==> src/rtl/instr_encoder_loader_pkg.sv <==
// rtl/instr_encoder_loader_pkg.sv - shared RV32I encoding constants, request kinds and loader FSM states
package instr_encoder_loader_pkg;

    // Major opcodes
    localparam logic [6:0] OP_R      = 7'b0110011;
    localparam logic [6:0] OP_I_ALU  = 7'b0010011;
    localparam logic [6:0] OP_LOAD   = 7'b0000011;
    localparam logic [6:0] OP_JALR   = 7'b1100111;
    localparam logic [6:0] OP_STORE  = 7'b0100011;
    localparam logic [6:0] OP_BRANCH = 7'b1100011;
    localparam logic [6:0] OP_JAL    = 7'b1101111;
    localparam logic [6:0] OP_LUI    = 7'b0110111;

    // funct3 values
    localparam logic [2:0] F3_ADD  = 3'b000;
    localparam logic [2:0] F3_SLT  = 3'b010;
    localparam logic [2:0] F3_XOR  = 3'b100;
    localparam logic [2:0] F3_OR   = 3'b110;
    localparam logic [2:0] F3_AND  = 3'b111;
    localparam logic [2:0] F3_WORD = 3'b010;
    localparam logic [2:0] F3_JALR = 3'b000;
    localparam logic [2:0] F3_BEQ  = 3'b000;
    localparam logic [2:0] F3_BNE  = 3'b001;

    // funct7 values
    localparam logic [6:0] F7_BASE = 7'b0000000;
    localparam logic [6:0] F7_SUB  = 7'b0100000;

    // ALU op codes, identical to the core's ALUControl encoding
    localparam logic [2:0] ALU_ADD = 3'b000;
    localparam logic [2:0] ALU_SUB = 3'b001;
    localparam logic [2:0] ALU_AND = 3'b010;
    localparam logic [2:0] ALU_OR  = 3'b011;
    localparam logic [2:0] ALU_SLT = 3'b100;
    localparam logic [2:0] ALU_XOR = 3'b110;

    // Request kinds
    localparam logic [2:0] KIND_R      = 3'd0;
    localparam logic [2:0] KIND_I_ALU  = 3'd1;
    localparam logic [2:0] KIND_LOAD   = 3'd2;
    localparam logic [2:0] KIND_JALR   = 3'd3;
    localparam logic [2:0] KIND_STORE  = 3'd4;
    localparam logic [2:0] KIND_BRANCH = 3'd5;
    localparam logic [2:0] KIND_JAL    = 3'd6;
    localparam logic [2:0] KIND_LUI    = 3'd7;

    typedef enum logic [1:0] {
        ST_IDLE  = 2'd0,
        ST_LOAD  = 2'd1,
        ST_DRAIN = 2'd2,
        ST_DONE  = 2'd3
    } state_t;

endpackage

==> src/rtl/instr_encode_comb.sv <==
// rtl/instr_encode_comb.sv - combinational RV32I encoder for one symbolic request
//
// Ports: kind/alu_op/bne/rd/rs1/rs2/imm request fields in; word = encoded
// instruction, illegal = request outside the supported subset.
// Macro INSTR_ENC_IMM_CHECK_EN: also flags immediates that do not fit their
// field (or are misaligned); otherwise immediates are silently truncated.
import instr_encoder_loader_pkg::*;

module instr_encode_comb (
    input  logic [2:0]  kind,
    input  logic [2:0]  alu_op,
    input  logic        bne,
    input  logic [4:0]  rd,
    input  logic [4:0]  rs1,
    input  logic [4:0]  rs2,
    input  logic [31:0] imm,
    output logic [31:0] word,
    output logic        illegal
);

    logic       op_err;
    logic       imm_err;
    logic [2:0] f3;
    logic [6:0] f7;

    always_comb begin
        word   = '0;
        op_err = 1'b0;
        f3     = F3_ADD;
        f7     = F7_BASE;
        case (kind)
            KIND_R: begin
                case (alu_op)
                    ALU_ADD: f3 = F3_ADD;
                    ALU_SUB: begin f3 = F3_ADD; f7 = F7_SUB; end
                    ALU_AND: f3 = F3_AND;
                    ALU_OR:  f3 = F3_OR;
                    ALU_SLT: f3 = F3_SLT;
                    ALU_XOR: f3 = F3_XOR;
                    default: op_err = 1'b1;
                endcase
                word = {f7, rs2, rs1, f3, rd, OP_R};
            end
            KIND_I_ALU: begin
                // No subi or andi in the core's decoder
                case (alu_op)
                    ALU_ADD: f3 = F3_ADD;
                    ALU_OR:  f3 = F3_OR;
                    ALU_SLT: f3 = F3_SLT;
                    ALU_XOR: f3 = F3_XOR;
                    default: op_err = 1'b1;
                endcase
                word = {imm[11:0], rs1, f3, rd, OP_I_ALU};
            end
            KIND_LOAD:   word = {imm[11:0], rs1, F3_WORD, rd, OP_LOAD};
            KIND_JALR:   word = {imm[11:0], rs1, F3_JALR, rd, OP_JALR};
            KIND_STORE:  word = {imm[11:5], rs2, rs1, F3_WORD, imm[4:0], OP_STORE};
            KIND_BRANCH: word = {imm[12], imm[10:5], rs2, rs1, (bne ? F3_BNE : F3_BEQ),
                                 imm[4:1], imm[11], OP_BRANCH};
            KIND_JAL:    word = {imm[20], imm[10:1], imm[11], imm[19:12], rd, OP_JAL};
            default:     word = {imm[31:12], rd, OP_LUI};
        endcase
    end

`ifdef INSTR_ENC_IMM_CHECK_EN
    logic fit12, fit13, fit21;

    // A value fits an N-bit signed field when bits 31..N-1 are all equal
    assign fit12 = (&imm[31:11]) | ~(|imm[31:11]);
    assign fit13 = (&imm[31:12]) | ~(|imm[31:12]);
    assign fit21 = (&imm[31:20]) | ~(|imm[31:20]);

    always_comb begin
        imm_err = 1'b0;
        case (kind)
            KIND_I_ALU, KIND_LOAD, KIND_JALR, KIND_STORE: imm_err = ~fit12;
            KIND_BRANCH: imm_err = ~fit13 | imm[0];
            KIND_JAL:    imm_err = ~fit21 | imm[0];
            KIND_LUI:    imm_err = |imm[11:0];
            default:     imm_err = 1'b0;
        endcase
    end
`else
    logic unused_imm0;

    assign imm_err     = 1'b0;
    assign unused_imm0 = imm[0];
`endif

    assign illegal = op_err | imm_err;

endmodule

==> src/rtl/instr_encoder_loader.sv <==
// rtl/instr_encoder_loader.sv - streams symbolic requests into encoded words written to instruction memory
//
// Ports: clk, rst_n (async active-low); start/finish session pulses;
// req_valid/req_ready handshake with req_kind/req_alu_op/req_bne/req_rd/
// req_rs1/req_rs2/req_imm fields; imem_we/imem_addr/imem_wdata write port;
// err_valid pulse for dropped illegal requests; count of words written in
// this session; done when the session has closed.
// Macro INSTR_ENC_IMM_CHECK_EN enables immediate range checking in the encoder.
import instr_encoder_loader_pkg::*;

module instr_encoder_loader #(
    parameter logic [31:0] BASE_ADDR = 32'h0000_0000,
    parameter int          DEPTH     = 256
) (
    input  logic                         clk,
    input  logic                         rst_n,
    input  logic                         start,
    input  logic                         finish,
    input  logic                         req_valid,
    output logic                         req_ready,
    input  logic [2:0]                   req_kind,
    input  logic [2:0]                   req_alu_op,
    input  logic                         req_bne,
    input  logic [4:0]                   req_rd,
    input  logic [4:0]                   req_rs1,
    input  logic [4:0]                   req_rs2,
    input  logic [31:0]                  req_imm,
    output logic                         imem_we,
    output logic [31:0]                  imem_addr,
    output logic [31:0]                  imem_wdata,
    output logic                         err_valid,
    output logic [$clog2(DEPTH+1)-1:0]   count,
    output logic                         done
);

    localparam int            CW       = $clog2(DEPTH + 1);
    localparam logic [CW-1:0] DEPTH_C  = CW'(DEPTH);
    localparam logic [CW-1:0] LAST_C   = CW'(DEPTH - 1);

    state_t      state, state_nx;
    logic [31:0] enc_word;
    logic        enc_illegal;
    logic        accept;
    logic        wr_accept;

    instr_encode_comb u_encode (
        .kind    (req_kind),
        .alu_op  (req_alu_op),
        .bne     (req_bne),
        .rd      (req_rd),
        .rs1     (req_rs1),
        .rs2     (req_rs2),
        .imm     (req_imm),
        .word    (enc_word),
        .illegal (enc_illegal)
    );

    assign req_ready = (state == ST_LOAD) && (count < DEPTH_C);
    // A request arriving with start belongs to the session being discarded
    assign accept    = req_valid && req_ready && !start;
    assign wr_accept = accept && !enc_illegal;

    always_ff @(posedge clk or negedge rst_n) begin
        if (!rst_n) state <= ST_IDLE;
        else        state <= state_nx;
    end

    always_comb begin
        state_nx = state;
        if (start) begin
            state_nx = ST_LOAD;
        end else begin
            case (state)
                ST_LOAD: if (finish || (wr_accept && count == LAST_C)) state_nx = ST_DRAIN;
                ST_DRAIN: state_nx = ST_DONE;
                default:  state_nx = state;
            endcase
        end
    end

    always_ff @(posedge clk or negedge rst_n) begin
        if (!rst_n) begin
            imem_we    <= 1'b0;
            imem_addr  <= BASE_ADDR;
            imem_wdata <= '0;
            err_valid  <= 1'b0;
            count      <= '0;
            done       <= 1'b0;
        end else if (start) begin
            imem_we    <= 1'b0;
            imem_addr  <= BASE_ADDR;
            err_valid  <= 1'b0;
            count      <= '0;
            done       <= 1'b0;
        end else begin
            imem_we   <= wr_accept;
            err_valid <= accept && enc_illegal;
            done      <= (state_nx == ST_DONE);
            if (wr_accept) begin
                imem_wdata <= enc_word;
                count      <= count + 1'b1;
            end
            // Address shows the current write's location and steps once it retires
            if (imem_we) imem_addr <= imem_addr + 32'd4;
        end
    end

endmodule

==> config.mk <==
export PLATFORM = sky130hd
export DESIGN_NAME = instr_encoder_loader
export DESIGN_NICKNAME = d
export VERILOG_FILES = /design/src/rtl/instr_encoder_loader_pkg.sv /design/src/rtl/instr_encode_comb.sv /design/src/rtl/instr_encoder_loader.sv
export SDC_FILE = /design/constraint.sdc
export NUM_CORES = 1
export LEC_CHECK = 0
export ABC_AREA = 1
export CORE_UTILIZATION = 36
export DETAILED_ROUTE_END_ITERATION = 10
export GPL_TIMING_DRIVEN = 0
export PLACE_DENSITY = 0.68
export SLEW_MARGIN = 10
export SYNTH_ARGS = -nofsm -noshare
export SYNTH_HDL_FRONTEND = slang
export SYNTH_SLANG_ARGS = --single-unit
==> constraint.sdc <==
create_clock -name clk -period 1.9 [get_ports clk]
set_input_delay 0.38 -clock clk [delete_from_list [all_inputs] [get_ports clk]]
set_output_delay 0.38 -clock clk [all_outputs]
set_load 0.005 [all_outputs]
After elaboration in Yosys (flattened, before gate mapping) --
Index checks and enable logic that the tools add are counted.
Storage, ports and cells: register bits 78, latch bits 0, memory bits (writable) 0, ROM bits 0, input bits 59, output and inout port bits 77, logic and storage cells 60, memories kept 0
Operators by class: add/subtract/negate cells 2, multiply operators 0, div/mod/pow operators 0, $lt $le $gt $ge 1, eq/ne operators 15, shift operators 0, muxes and demuxes 18, bitwise gates (word level) 1, reduce and logical (&&, ||, !) cells 16
Operators by type and width (count):
- $pmux 32 s7 | 1
- $mux 32 | 2
- $add 32x3->32 const B | 1
- $mux 9 | 2
- $eq 3x3->1 const B | 5
- $eq 3x2->1 const B | 4
- $pmux 3 s4 | 1
- $add 9x1->9 const B | 1
- $eq 9x8->1 const B | 1
- $lt 9x9->1 const B | 1
- $pmux 3 s3 | 1
- $eq 3x1->1 const B | 2
- $logic_and 1x1->1 | 6
- $logic_not 3->1 | 2
- $mux 1 | 6
- $mux 6 | 1
- $reduce_or 6->1 | 1
- $eq 2x2->1 const B | 2
- $mux 2 | 2
- $pmux 2 s2 | 1
- $reduce_bool 2->1 | 2
- $reduce_or 4->1 | 1
- $eq 2x1->1 const B | 1
- $logic_not 1->1 | 2
- other kinds (4) | 4

Longest topological paths before layout --
depth after elaboration 13, mapped depth 12, gate-level depth less buffers 11

Cells and area by module --
From an unflattened synthesis, not the netlist that was laid out.
Unflattened totals: cells, all modules 628, area, all modules 4518.1 um^2
Modules (own cells, without submodules):
- instr_encoder_loader | times used 1, cells each 485, area an instance 3841.2 um^2, seq. area each 1901.8 um^2
- instr_encode_comb | times used 1, cells each 143, area an instance 676.9 um^2, seq. area each 0.0 um^2

Least setup slack after synthesis --
No wires, ideal clock.
path type register -> register, start point register state[1], end point register count[4], setup time 120 ps, arrival 1456 ps, required time 1780 ps, slack 324 ps, stages on the path, launching flop included 12, path buffers 0, period minus slack after synthesis 1576 ps, cell sequence dfrtp_1 inv_1 ha_1 nand2_1 nor2_1 inv_2 nor2_8 inv_6 nor2_4 inv_1 o21ai_0 nor2_1
On the way: word-level cells in the longest chain between the ends 6
Ends and longest elaborated chain:
- from (decl) | RTL line instr_encoder_loader.sv:40 | state_t state, state_nx;
- from (signal assigned) | RTL line instr_encoder_loader.sv:65 | else state <= state_nx;
- $eq 2x1->1 | RTL line instr_encoder_loader.sv:58 | assign req_ready = (state == ST_LOAD) && (count < DEPTH_C);
- $logic_and 1x1->1 | RTL line instr_encoder_loader.sv:58
- $logic_and 1x1->1 (2 in a row) | RTL line instr_encoder_loader.sv:60 | assign accept = req_valid && req_ready && !start;
- $logic_and 1x1->1 | RTL line instr_encoder_loader.sv:61 | assign wr_accept = accept && !enc_illegal;
- $reduce_bool 2->1 (no line)
- to (signal assigned) | RTL line instr_encoder_loader.sv:101 | count <= count + 1'b1;
- to (decl) | RTL line instr_encoder_loader.sv:32 | output logic [$clog2(DEPTH+1)-1:0] count,
No other way between the ends. A chain may end at the register's enable or synchronous reset.

Final worst setup path --
start point register imem_we, end point output port imem_we
RTL lines:
- from (decl) | RTL line instr_encoder_loader.sv:28 | output logic imem_we,
- from (signal assigned) | RTL line instr_encoder_loader.sv:96 | imem_we <= wr_accept;
No word-level cell between the ends.

==> summary.md <==
| Metric | Value |
|---|---|
| CTS buffer count | `9` |
| Syn. warnings | `0` |
| Post-synth EDFFs | `0` |
| Cell with the most instances after synthesis | `nand2_1` |
| Max Root-Sink Buffers | `2` |
| Number of global-route vias before repair | `4154` |
| Post-route ant nets | `0` |
| Status | `complete, no violations` |
| Root Driver | `clkbuf_8` |
| Clk Latency, worst-skew pair | `0.36 ns` |
| Routed vias | `4141` |
| Max Fanout on Critical Path | `4` |
| Max incr delay on CP | `0.55 ns` |
| Count of final hold-check violations | `0` |
| Setup violators final | `0` |
| Leakage Power | `2.60 nW` |
| Syn Std Cell Area | `4000 µm²` |
| DRT Wirelength | `11900 µm` |
| Top-area cell type share of the netlist area | `46.9%` |
| Via-per-instance ratio | `5.13` |
| Syn_area_per_cell | `7.79 µm²` |
| Drt pass-1 iters | `4` |
| DPL Wire Length | `9210 µm` |
| CP arrival | `1.40 ns` |
| Critical path's slowest cell | `clkdlybuf4s50_1` |
| Post-synth top cells | `nand2_1, dfrtp_1, nor2_1` |
| Row count | `38` |
| Achievable Freq | `561 MHz` |
| Largest net degree at the start of global routing | `48` |
| Htree depth | `3` |
| Asr flop ratio synth | `100%` |
| Required time of the critical path | `1.52 ns` |
| Final period util | `93.8%` |
| Max-slew headroom | `65.9%` |
| Total global routing overflow | `0` |
| RePlAce Congestion | `0.912` |
| Fin Setup TNS | `0 ns` |
| Number of I/O pins | `136` |
| First-pass GRT wire length | `19300 µm` |
| Dpl cells | `787` |
| Worst path cell trace | `clkdlybuf4s50_1` |
| Area grow syn2layout | `46.8%` |
| Non-filler cells, final | `808` |
| Worst hold path type | `input port to flop` |
| Distinct cells, synth | `40` |
| Antenna diodes | `0` |
| Post-synthesis sequential area ratio | `46.9%` |
| Yosys reg bits | `75` |
| Initial DRC count | `184` |
| Buf/Inv on CP | `1` |
| Crit start category | `flop` |
| Setup crit end kind | `output pin` |
| Synth Flop Type | `dfrtp_1` |
| Slew @ Worst Pin | `0.511 ns` |
| Final instance area | `5880 µm²` |
| PortBufs | `131` |
| Synth area leader | `dfrtp_1` |
| Die W | `107 µm` |
| Max-cap viol count | `0` |
| Clock sinks | `75` |
| Crit path time final | `1.78 ns` |
| Antenna violations before repair | `0` |
| Layout Skew | `0.0103 ns` |
| Layout Nets | `727` |
| Total track usage | `21.7%` |
| Layout cells sized above 1 | `9.88%` |
| Worst path top cell family by delay | `buffers and inverters` |
| Die area | `11500 µm²` |
| Critical path class | `flop to output pin` |
| DR WL/cell | `14.8 µm` |
| Initial core utilization | `36.9%` |
| Maximum VDD drop | `0.000605 V` |
| Top cells by area, synth | `dfrtp_1, nand2_1, nor2_1, o21ai_0, inv_1` |
| P per Cell Area | `937 nW/µm²` |
| Dpl cell area | `5520 µm²` |
| Area of the core | `10800 µm²` |
| Hold Slack | `0.363 ns` |
| DRC Markers | `0` |
| Worst-path clk slew | `0.08 ns` |
| CTS tree | `built` |
| Post-Syn Instances | `514` |
| Number of fill cells | `1043` |
| Final Slew Violations | `0` |
| Die H | `107 µm` |
-- where the power goes --
part           switching [mW]  total [mW]  internal, mW
registers               0.224        2.17          1.94
logic                   0.738        1.75          1.01
clock network           0.609        1.59         0.979
-- stage by stage --
step / utilization, % / worst slack, ns / total power, mW
floorplan: - / 0.324 / 2.83
global placement: 50.7 / -2.26 / 3.86
detailed placement: 50.9 / -0.345 / 3.91
CTS: 53.6 / 0.00744 / 5.54
global route: 54.2 / -0.0101 / 5.83
finish: 54.2 / 0.117 / 5.51
-- layout make-up --
| type | instances | area [µm²] | area share [%] |
|---|---|---|---|
| Inverter | 60 | 231 | 3.94 |
| Tap cell | 140 | 175 | 2.98 |
| Clock inverter | 4 | 95.1 | 1.62 |
| Multi-Input combinational cell | 364 | 1840 | 31.3 |
| Clock buffer | 12 | 165 | 2.81 |
| Buffer | 16 | 110 | 1.87 |
| Sequential cell | 75 | 1880 | 32.0 |
| Timing Repair Buffer | 137 | 1380 | 23.5 |
-- flip-flops by register name (all words and copies together), names as in the netlist --
name,flops
imem_wdata,31
count,9
imem_we,1
done,1
err_valid,1
imem_addr,30
state,2
-- path summary, 6_finish.rpt --
check                              start       endpoint  slack (ns)  cells after the start
min in group asynchronous          rst_n  imem_addr[23]        0.50                      2
min                                start   imem_addr[2]        0.36                      2
min reg2reg                imem_wdata[6]  imem_wdata[6]        0.48                      2
max reg2reg                     state[1]       count[4]        0.14                     11
max in group asynchronous          rst_n   imem_addr[2]        0.82                      3
max                              imem_we        imem_we        0.12                      1
-- metal layers --
layer,routed length (µm),up-vias,GRT usage [%]
met4,262,0,9.69
met3,1180,22,7.99
met1,4660,1939,23.9
met2,5820,190,37.4
met5,0,-,0
li1,-,1990,-
-- cells in the final DEF (no fill, tap or decap), types with 3 or more instances in the layout --
cell type / count
buf_6: 3
inv_2: 4
buf_4: 11
a31oi_1: 7
nand2_2: 4
clkdlybuf4s50_1: 127
clkbuf_8: 12
nor2_4: 4
o21a_1: 3
buf_2: 4
nor3_1: 16
a21o_1: 4
ha_1: 4
o21ai_0: 44
nand3_1: 17
mux2i_1: 3
nor2_1: 56
nand2_1: 116
nor2_2: 6
o31ai_1: 12
a21oi_1: 33
inv_1: 54
nand4_1: 13
dfrtp_1: 74
bufinv_16: 3
-- what timing repair did --
| item | in CTS | in global routing |
|---|---|---|
| hold buffers | 1 | 0 |
| resized for setup | 4 | 17 |
| pin swaps | 0 | 1 |
| hold endpoints to repair | 28 | 0 |
| endpoints found under the setup margin | 2 | 34 |
| buffers inserted | 2 | 2 |
-- kinds of logic after synthesis --
kind of cell	share of synthesized area, %
other	0.0937
DFF	46.9
and+or+nand+nor	26.3
adders and majority gates	1.56
xor gates and xnor gates	0.219
AOI/OAI and AO/OA	15.7
muxes	0.750
buffers and inverters	8.53
Note: power is estimated with default switching activity, not from simulation.
